==> config.mk <==
export PLATFORM = sky130hd
export DESIGN_NAME = note_lane_scroller
export DESIGN_NICKNAME = d
export VERILOG_FILES = /design/src/rtl/gv_pkg.sv /design/src/rtl/beat_tick_gen.sv /design/src/rtl/note_lane_scroller.sv
export SDC_FILE = /design/constraint.sdc
export NUM_CORES = 1
export LEC_CHECK = 0
export ABC_CLOCK_PERIOD_IN_PS = 5250
export CELL_PAD_IN_SITES_DETAIL_PLACEMENT = 1
export CELL_PAD_IN_SITES_GLOBAL_PLACEMENT = 2
export CORE_MARGIN = 2
export CORE_UTILIZATION = 34
export DETAILED_ROUTE_END_ITERATION = 10
export PLACE_DENSITY = 0.88
export RECOVER_POWER = 50
export SKIP_CTS_REPAIR_TIMING = 1
export SYNTH_ARGS = -nofsm -noshare
export SYNTH_HDL_FRONTEND = slang
export SYNTH_SLANG_ARGS = --single-unit
==> constraint.sdc <==
create_clock -name clk -period 5.25 [get_ports clk]
set_input_delay 0.7875 -clock clk [delete_from_list [all_inputs] [get_ports clk]]
set_output_delay 0.7875 -clock clk [all_outputs]
set_load 0.02 [all_outputs]
==> src/rtl/gv_pkg.sv <==
`default_nettype none
// ============================================================================
//  Module   : gv_pkg
//  Purpose  : Shared widths, lane indices, scroller state enum and the beat
//             period clamp used by the note lane scroller.
//  Revision : 1.0 - initial release
// ============================================================================
package gv_pkg;

  localparam int LANE_W   = 39;  // lane width
  localparam int CNT_W    = 23;  // beat counter width
  localparam int HIT_IDX  = 37;  // hit-zone bit of the lane
  localparam int EXIT_IDX = 38;  // exit slot, discarded on the next shift
  localparam int DRAIN_W  = 6;   // wide enough to hold LANE_W

  // Zero-shifts needed to flush every note out through the exit slot
  localparam logic [DRAIN_W-1:0] DRAIN_LEN = 6'd39;

  // Shortest usable beat period; shorter requests are stretched to this
  localparam logic [CNT_W-1:0]   LIM_MIN   = 23'd2;

  typedef enum logic [2:0] {
    ST_IDLE  = 3'd0,
    ST_PLAY  = 3'd1,
    ST_PAUSE = 3'd2,
    ST_DRAIN = 3'd3,
    ST_DONE  = 3'd4
  } scroll_state_t;

  // A beat period below 2 would make every cycle a tick; clamp it.
  function automatic logic [CNT_W-1:0] clamp_lim(input logic [CNT_W-1:0] lim);
    return (lim < LIM_MIN) ? LIM_MIN : lim;
  endfunction

endpackage
`default_nettype wire

==> src/rtl/beat_tick_gen.sv <==
`default_nettype none
// ============================================================================
//  Module   : beat_tick_gen
//  Purpose  : Beat counter with latched, clamped period. Counts while enabled,
//             flags the last cycle of each beat and wraps to zero on it.
//  Revision : 1.0 - initial release
// ============================================================================
module beat_tick_gen
  import gv_pkg::*;
(
  input  logic             clk,
  input  logic             n_rst,
  input  logic             load_i,   // song start accepted: latch period, clear count
  input  logic [CNT_W-1:0] lim_i,
  input  logic             en_i,     // advance the counter this cycle
  output logic [CNT_W-1:0] count_o,
  output logic             tick_o
);

  localparam logic [CNT_W-1:0] C_ONE = 23'd1;

  logic [CNT_W-1:0] cnt_q, cnt_d;
  logic [CNT_W-1:0] lim_q, lim_d;

  // Tick is the final cycle of the beat; period only changes on load
  assign tick_o  = (cnt_q == (lim_q - C_ONE));
  assign count_o = cnt_q;

  // Next-state for the counter and latched period
  always_comb begin
    cnt_d = cnt_q;
    lim_d = lim_q;
    if (load_i) begin
      cnt_d = '0;
      lim_d = clamp_lim(lim_i);
    end else if (en_i) begin
      cnt_d = tick_o ? '0 : (cnt_q + C_ONE);
    end
  end

  // Counter and period registers
  always_ff @(posedge clk or negedge n_rst) begin
    if (!n_rst) begin
      cnt_q <= '0;
      lim_q <= LIM_MIN;
    end else begin
      cnt_q <= cnt_d;
      lim_q <= lim_d;
    end
  end

endmodule
`default_nettype wire

==> src/rtl/note_lane_scroller.sv <==
`default_nettype none
// ============================================================================
//  Module   : note_lane_scroller
//  Purpose  : Scrolls song notes through a 39-bit lane, one slot per beat,
//             with pause, underrun detection and a drain phase that flushes
//             the lane after the last note.
//  Revision : 1.0 - initial release
// ============================================================================
module note_lane_scroller
  import gv_pkg::*;
(
  input  logic              clk,
  input  logic              n_rst,
  input  logic              start,
  input  logic              pause,
  input  logic [CNT_W-1:0]  lim,
  input  logic              note_valid,
  input  logic              note_bit,
  input  logic              note_last,
  output logic              note_ready,
  output logic [LANE_W-1:0] padded_notes,
  output logic [CNT_W-1:0]  counter,
  output logic              playing,
  output logic              song_done,
  output logic              underrun
);

  localparam logic [DRAIN_W-1:0] C_DRAIN_ONE = 6'd1;

  scroll_state_t state_q, state_d;

  logic [LANE_W-1:0]  lane_q, lane_d;
  logic [DRAIN_W-1:0] drain_cnt_q, drain_cnt_d;
  logic               underrun_q, underrun_d;
  logic               song_done_q;
  logic               playing_q;

  logic               w_tick;
  logic               w_start_acc;
  logic               w_cnt_en;
  logic               w_shift;
  logic               w_in_bit;
  logic               w_note_ready;

  beat_tick_gen u_beat (
    .clk     (clk),
    .n_rst   (n_rst),
    .load_i  (w_start_acc),
    .lim_i   (lim),
    .en_i    (w_cnt_en),
    .count_o (counter),
    .tick_o  (w_tick)
  );

  // State register
  always_ff @(posedge clk or negedge n_rst) begin
    if (!n_rst) state_q <= ST_IDLE;
    else        state_q <= state_d;
  end

  // Next-state logic; pause beats a same-cycle tick in PLAY
  always_comb begin
    state_d = state_q;
    case (state_q)
      ST_IDLE, ST_DONE: if (start) state_d = ST_PLAY;
      ST_PLAY: begin
        if (pause)
          state_d = ST_PAUSE;
        else if (w_tick && note_valid && note_last)
          state_d = ST_DRAIN;
      end
      ST_PAUSE: if (!pause) state_d = ST_PLAY;
      ST_DRAIN: if (w_tick && (drain_cnt_q == C_DRAIN_ONE)) state_d = ST_DONE;
      default:  state_d = ST_IDLE;
    endcase
  end

  // Per-state control strobes: counting, shifting and the injected bit
  always_comb begin
    w_start_acc  = 1'b0;
    w_cnt_en     = 1'b0;
    w_note_ready = 1'b0;
    w_in_bit     = 1'b0;
    case (state_q)
      ST_IDLE, ST_DONE: w_start_acc = start;
      ST_PLAY: begin
        w_cnt_en     = !pause;
        w_note_ready = !pause && w_tick;
        w_in_bit     = note_valid & note_bit;
      end
      ST_DRAIN: w_cnt_en = 1'b1;
      default: ;
    endcase
    w_shift = w_cnt_en && w_tick;
  end

  // Lane, drain countdown and sticky underrun next-state
  always_comb begin
    lane_d      = lane_q;
    drain_cnt_d = drain_cnt_q;
    underrun_d  = underrun_q;
    if (w_start_acc) begin
      lane_d     = '0;
      underrun_d = 1'b0;
    end else if (w_shift) begin
      lane_d = {lane_q[HIT_IDX:0], w_in_bit};
      if (state_q == ST_PLAY) begin
        if (!note_valid)    underrun_d  = 1'b1;
        else if (note_last) drain_cnt_d = DRAIN_LEN;
      end else begin
        drain_cnt_d = drain_cnt_q - C_DRAIN_ONE;
      end
    end
  end

  // Datapath registers; song_done pulses only on the cycle DONE is entered
  always_ff @(posedge clk or negedge n_rst) begin
    if (!n_rst) begin
      lane_q      <= '0;
      drain_cnt_q <= '0;
      underrun_q  <= 1'b0;
      song_done_q <= 1'b0;
      playing_q   <= 1'b0;
    end else begin
      lane_q      <= lane_d;
      drain_cnt_q <= drain_cnt_d;
      underrun_q  <= underrun_d;
      song_done_q <= (state_d == ST_DONE) && (state_q != ST_DONE);
      playing_q   <= (state_d == ST_PLAY) || (state_d == ST_PAUSE) ||
                     (state_d == ST_DRAIN);
    end
  end

  assign note_ready   = w_note_ready;
  assign padded_notes = lane_q;
  assign playing      = playing_q;
  assign song_done    = song_done_q;
  assign underrun     = underrun_q;

endmodule
`default_nettype wire

* Word level (Yosys, flattened, before mapping)
Cells that the tools add are included.
** Operators by class
- Equality and inequality tests :: 14
- Mux-type cells :: 23
- Bitwise gates (word level) :: 2
- $add $sub $neg :: 3
- Order comparisons :: 1
- Reduce and logical (&&, ||, !) cells :: 16
** Operators with widths (number)
- $mux 23 :: 4
- $mux 39 :: 2
- $add 23x1->23 const B :: 1
- $eq 23x23->1 :: 1
- $lt 23x2->1 const B :: 1
- $sub 23x1->23 const B :: 1
- $mux 6 :: 3
- $mux 3 :: 5
- $eq 3x2->1 const B :: 4
- $pmux 3 s4 :: 1
- $mux 1 :: 7
- $eq 3x1->1 const B :: 2
- $eq 3x3->1 const B :: 2
- $eq 6x1->1 const B :: 1
- $logic_and 1x1->1 :: 6
- $reduce_bool 2->1 :: 3
- $sub 6x1->6 const B :: 1
- $ne 2x2->1 const B :: 2
- $reduce_and 4->1 :: 1
- $logic_not 3->1 :: 1
- $ne 3x3->1 const B :: 1
- $reduce_and 3->1 :: 1
- $logic_or 1x1->1 :: 2
- $ne 2x1->1 const B :: 1
- other kinds (5) :: 5
** Word-level totals
- Output and inout bits :: 66
- Word-level logic and storage cells :: 67
- Bits of input ports :: 30
- Flip-flop bits (word level) :: 97

* Longest topological paths before layout
Gate-level depths: netlist of the first run.
- Word-level depth :: 10
- Depth in mapped cells :: 12
- Mapped depth without buffers :: 10

* By module
A second synthesis of the first run with hierarchy kept.
** Unflattened totals
- Cells, all modules :: 544
- Area total of the unflattened synthesis :: 5275.1 sq um
** By module, submodules not included
- beat_tick_gen :: area each 3026.7 sq um, cells an instance 302, times used 1
- note_lane_scroller :: area each 2248.4 sq um, cells an instance 242, times used 1

* Worst setup path after synthesis of the first run
Ideal clock, no wire load.
- Path type :: reg2out
- From :: register u_beat.lim_q[0]
- To :: output port note_ready
- Arrival time :: 3.296 ns
- Path slack :: 1.166 ns
- Stages on the path, launching flop included :: 11
- Buffers on the path :: 0
- Cell sequence :: dfrtp_1 inv_1 ha_1 or4b_1 or4_4 nor4b_2 xnor2_1 o21ba_2 nand4b_1 or2_2 nor3_1
** On the way
- Longest elaborated chain between the ends :: 4
** RTL lines
- start: declaration :: RTL line beat_tick_gen.sv:23 : logic [CNT_W-1:0] lim_q, lim_d;
- start signal: assignment :: RTL line beat_tick_gen.sv:48 : lim_q <= lim_d;
- $sub 23x1->23 :: RTL line beat_tick_gen.sv:26 : assign tick_o = (cnt_q == (lim_q - C_ONE));
- $eq 23x23->1 :: RTL line beat_tick_gen.sv:26
- $logic_and 1x1->1 :: RTL line note_lane_scroller.sv:88 : w_note_ready = !pause && w_tick;
- $mux 1 :: RTL line note_lane_scroller.sv:84 : case (state_q)
- end: declaration :: RTL line note_lane_scroller.sv:20 : output logic note_ready,
No other way between the ends.

* Worst setup path in the final report of the first run
Same ends and word-level chain as after synthesis.

==> flow_metrics.tcl, run 1 <==
set metrics [dict create \
    async_flop_share 1.00 \
    layout_common_cells "nand2_1 (150), dfrtp_1 (96), clkdlybuf4s50_1 (62)" \
    cts_buffers 9 \
    synth.avg_cell_area_sq_um 8.87 \
    antennaDiodeCount 0 \
    worst_clock_skew_ns 0.0100 \
    status "finished, violations left" \
    nNetsFinal 696 \
    holdPathStages 2 \
    period_share 0.901 \
    grt_util_all_layers 0.197 \
    hpwl_microns 10800 \
    fillers 1697 \
    routed_wl_microns 15000 \
    startpoint "u_beat.lim_q[0]$_DFFE_PN0P_" \
    synth_nets 615 \
    max-vdd-ir-drop_mv 0.154 \
    finalHoldViolCount 0 \
    critPathArrivalTime_ns 3.94 \
    internal-power_w 0.00159 \
    timing.rr.end "u_beat.count_o[4]$_DFFE_PN0P_" \
    wire_per_inst_microns 17.6 \
    drc 0 \
    synth-edff-count 0 \
    p_sw_w 0.000908 \
    min_period_ns 4.73 \
    dp_slack_ns 0.462 \
    worst_slack_ns 0.519 \
    core_sq_um 14600 \
    die_area_sq_um 16200 \
    yosys.cell_types.count 61 \
    vias 4544 \
    regArea_sq_um 2430 \
    area_growth_pct 26.6 \
    pin_count 96 \
    start_kind "flop" \
    fp-row-count 44 \
    tightestPinTransition_ns 2.58 \
    setup_viol 0 \
    worstSetupPathType "reg -> out" \
    hp-class "reg -> reg" \
    power_switching_share 0.363 \
    gp_congestion 0.821 \
    path_max_fanout 6 \
    ys_seq_area_frac 0.471 \
    p_clk_frac 0.272 \
    drive_gt1_frac 0.0511 \
    min_to "u_beat.lim_q[22]$_DFFE_PN0P_" \
    synth_area_sq_um 5150 \
    multi_input_area_sq_um 2540 \
    dr.first_iter.drc_count 245 \
    die_h_microns 127 \
    clockBufferDepth 2 \
    dr.pass1.iters 4 \
    htreeDepth 3 \
    grt_pass1_wl_microns 25400 \
    power.share.sequential 0.433 \
    cts_tree "yes" \
    grt_pass1_vias 4869 \
    grt_max_degree 90 \
    tns_ns 0 \
    grt.overflow.total 0 \
    antenna_found_initial 0 \
    path_clk_slew_ns 0.07 \
    cts_root_buffer "clkbuf_16" \
    start_util 0.352 \
    rrSetupSlack_ns 1.13 \
    synth_flop_cell "dfrtp_1" \
    r2r_cells 10 \
    ant_nets 0 \
    leakage_nw 2.79 \
    hold_start "u_beat.lim_q[22]$_DFFE_PN0P_" \
    mostFrequentLayoutCell "nand2_1" \
    cap_viol_max_count 1 \
    fmax_mhz 211 \
    worstPathRequired_ns 4.46 \
    slew_headroom -0.722 \
    powerDensity_nw_per_um2 383 \
    violations "max-capacitance violations, max-slew violations" \
    crit_path_end_kind "output port" \
    rr_startpoint "u_beat.lim_q[0]$_DFFE_PN0P_" \
    port_buffers 95 \
    maxSlewViolCount 47 \
    synth-seq-cells 97 \
    clock_latency_ns 0.35 \
    power_frac_comb 0.296 \
    die_w_microns 127 \
    rsz0062_at_grt "false" \
    yosys_warnings 0 \
    clock-sinks 97 \
    synthCells 581 \
    vias_per_cell 5.35 \
]
[state kept, by name, indices dropped and copies added, names as in the netlist]
name and count:
drain_cnt_q 6, u_beat.lim_q 23, state_q 3, underrun 1, playing 1, padded_notes 39, song_done 1, u_beat.count_o 23
[cell usage after synthesis, drive strengths merged (8+ instances only)]
library cell	number	share of area
nand2	151	0.11
dfrtp	96	0.47
o21ai	46	0.045
nor2	37	0.027
xor2	24	0.041
xnor2	23	0.039
clkbuf	19	0.014
nand3	15	0.015
nor4	15	0.021
inv	12	0.0087
nand4	11	0.013
nor3	10	0.0097
buf	9	0.013
nand2b	8	0.0097
or3	8	0.0097
[logic make-up (layout without fill, tap and decap cells)]
| logic type | Yosys count | in the layout | synth area share |
|---|---|---|---|
| fa+ha+maj | 4 | 4 | 0.00972 |
| xor+xnor | 47 | 47 | 0.0799 |
| compound gates | 92 | 92 | 0.117 |
| buf+inv | 40 | 125 | 0.0362 |
| flops | 97 | 97 | 0.471 |
| mux | 2 | 2 | 0.00413 |
| simple gates | 299 | 299 | 0.282 |
[how the worst max path moves through the flow]
| stage | end | depth (start not counted) |
|---|---|---|
| detailed placement | note_ready | 11 |
| global placement | note_ready | 11 |
| global route | note_ready | 11 |
| CTS | note_ready | 11 |
| finish | note_ready | 11 |
| floorplan | note_ready | 10 |
[routing by layer]
layer  global-route usage  wire [microns]
met2                0.321            7100
met5                    0               0
met1                0.254            6710
met4               0.0653             295
met3               0.0578             866
[stage by stage]
step | area, sq um | instances | hold slack [ns] | util | power, W
global placement | 6230 | 835 | 0.465 | 0.425 | 0.00179
detailed placement | 6230 | 835 | 0.485 | 0.425 | 0.00183
floorplan | 5150 | 581 | 0.448 | - | 0.00155
global route | 6520 | 850 | 0.521 | 0.445 | 0.00267
CTS | 6530 | 850 | 0.469 | 0.446 | 0.00253
finish | 6520 | 850 | 0.506 | 0.445 | 0.00250
[worst max-delay path, cell delays in order, from the launching register on]
cell,delay [ns]
dfrtp_1,0.45
inv_1,0.13
ha_1,0.27
or4b_1,0.57
or4_4,0.55
nor4b_2,0.29
xnor2_1,0.14
o21ba_2,0.25
nand4b_1,0.15
or2_2,0.34
nor3_1,0.19
dlymetal6s2s_1,0.28
[power by group through the flow]
| stage | Combinational (W) | Clock, W | Sequential (W) |
|---|---|---|---|
| 2_1_floorplan | 0.000511 | 0 | 0.00104 |
| 3_3_place_gp | 0.000708 | 0 | 0.00108 |
| 3_5_place_dp | 0.000738 | 0 | 0.00109 |
| 4_1_cts | 0.000745 | 0.000701 | 0.00108 |
| 5_1_grt | 0.000829 | 0.000736 | 0.00111 |
| 6_report | 0.000739 | 0.000678 | 0.00108 |
[cell type report]
type                            instances  share of cell area
Inverter                               12             0.00691
Multi-Input combinational cell        444               0.389
Timing Repair Buffer                   98               0.150
Sequential cell                        97               0.372
Clock buffer                           10              0.0366
Clock inverter                          5             0.00979
Tap cell                              184              0.0353
(Power assumes the default switching activity.)
==> inputs of run 2 (changes only) <==
CTS_CLUSTER_SIZE = 20   (was not set)
==> results of run 2 <==
No change in the layout: final DEF, timing and power equal those of run 1.
==> inputs of run 3 (changes only) <==
CAP_MARGIN = 30   (was not set)
==> run 3 against run 2 <==
The flow still finishes with violations (max-capacitance violations, max-slew violations). Sequential share of layout area fell by 0.12 points. Wire length rose by 1.3%. Cell count rose by 0.24%. Global-route usage barely moved. Largest cell class unchanged.
==> flow_metrics.tcl, run 3 (synthesis gave the netlist of run 1 again) <==
set metrics [dict create \
    clock-sinks 97 \
    maxSlewViolCount 47 \
    tns_ns 0 \
    vias_per_cell 5.37 \
    cap_viol_max_count 1 \
    whs_ns 0.503 \
    drive_gt1_frac 0.0524 \
    area_growth_pct 27.0 \
    cts_tree "yes" \
    status "finished, violations left" \
    critPathMaxStageDelay_ns 0.57 \
    dr.first_iter.drc_count 242 \
    hp-class "reg -> reg" \
    ant_nets 0 \
    clock_latency_ns 0.36 \
    worstPathRequired_ns 4.46 \
    core_sq_um 14600 \
    violations "max-capacitance violations, max-slew violations" \
    gp_congestion 0.821 \
    crit_path_end_kind "output port" \
    fin_util 0.447 \
    fp-row-count 44 \
    grt.overflow.total 0 \
    fmax_mhz 211 \
    grt_util_all_layers 0.198 \
    grt_pass1_vias 4934 \
    tightestPinTransition_ns 2.57 \
    vias 4577 \
    drc 0 \
    mostFrequentLayoutCell "nand2_1" \
    routed_wl_microns 15200 \
    htreeDepth 3 \
    dr.pass1.iters 4 \
    grt_max_degree 90 \
    grt_pass1_wl_microns 25600 \
    hpwl_microns 11000 \
    cts_buffers 9 \
    critPathArrivalTime_ns 3.96 \
    die_w_microns 127 \
    leakage_nw 2.74 \
    fillers 1698 \
    path_max_fanout 6 \
    cts_root_buffer "clkbuf_16" \
    start_kind "flop" \
    largest_reg_flops 39 \
    worstSetupPathType "reg -> out" \
    start_util 0.352 \
    port_buffers 95 \
    antenna_found_initial 0 \
    max-vdd-ir-drop_mv 0.177 \
    wire_per_inst_microns 17.8 \
    pin_count 96 \
    powerDensity_nw_per_um2 384 \
    worst_clock_skew_ns 0.0117 \
    slew_headroom -0.715 \
    layout_common_cells "nand2_1 (150), dfrtp_1 (96), clkdlybuf4s50_1 (80)" \
    die_area_sq_um 16200 \
    rsz0062_at_grt "false" \
    cp_cell_sequence "inv_1 > ha_1 > or4b_1 > or4_4 > nor4b_2 > xnor2_1 > o21ba_2 > nand4b_1 > or2_2 > nor3_1 > dlymetal6s2s_1" \
    path_clk_slew_ns 0.07 \
    finalHoldViolCount 0 \
    min_period_ns 4.75 \
    slowest_stage "or4b_1" \
    setup_viol 0 \
    period_share 0.904 \
    nNetsFinal 697 \
    antennaDiodeCount 0 \
    clockBufferDepth 2 \
    die_h_microns 127 \
]
==> run 3: area by class of cell <==
class / count / area (sq um) / area share
clock buffers: 10 / 229 / 0.0350
flip-flops and latches: 97 / 2430 / 0.371
multi-input cells: 444 / 2540 / 0.388
repair buffers: 99 / 996 / 0.152
clock inverters: 6 / 75.1 / 0.0115
well taps: 184 / 230 / 0.0352
inverters: 12 / 45.0 / 0.00688
==> run 3: through the flow <==
stage,std cells,instance area (sq um),total power (W),setup WS (ns)
final,852,6540,0.00251,0.504
after global routing,852,6540,0.00267,0.245
after CTS,852,6550,0.00253,0.0830
after detailed placement,836,6250,0.00183,0.464
after global placement,835,6230,0.00179,0.612
after floorplan,581,5150,0.00155,1.17
==> run 3: worst paths after layout <==
check | endpoint | startpoint | depth (start not counted) | slack [ns]
min in group asynchronous | u_beat.lim_q[2]$_DFFE_PN0P_ | n_rst | 1 | 1.23
setup / recovery | note_ready | u_beat.lim_q[0]$_DFFE_PN0P_ | 11 | 0.50
hold / removal | drain_cnt_q[4]$_DFFE_PN0P_ | drain_cnt_q[4]$_DFFE_PN0P_ | 1 | 0.50
hold reg to reg | drain_cnt_q[4]$_DFFE_PN0P_ | drain_cnt_q[4]$_DFFE_PN0P_ | 1 | 0.50
max in group asynchronous | padded_notes[2]$_DFFE_PN0P_ | n_rst | 2 | 1.64
setup reg to reg | u_beat.count_o[4]$_DFFE_PN0P_ | u_beat.lim_q[0]$_DFFE_PN0P_ | 10 | 1.15
==> run 3: layer usage <==
metal	GRT usage	vias to the layer above	share of wire
met1	0.247	2274	0.44
li1	-	2169	-
met4	0.0827	0	0.027
met3	0.0503	25	0.056
met2	0.327	109	0.48
met5	0	-	0
==> run 3: worst max-delay path: cells and delay by family (launching register included) <==
family | cells | cell delay, ns
AOI/OAI and AO/OA | 1 | 0.25
xor gates and xnor gates | 1 | 0.14
adders and majority gates | 1 | 0.28
and+or+nand+nor | 6 | 2.09
DFF | 1 | 0.45
buffers and inverters | 2 | 0.41
==> run 3: where the power goes <==
group	leakage, nW	total [W]	switching [W]	internal (W)
combinational	1.31	0.000742	0.000401	0.000342
sequential	1.28	0.00108	0.000215	0.000865
clock	0.146	0.000688	0.000310	0.000378
total	2.74	0.00251	0.000926	0.00158
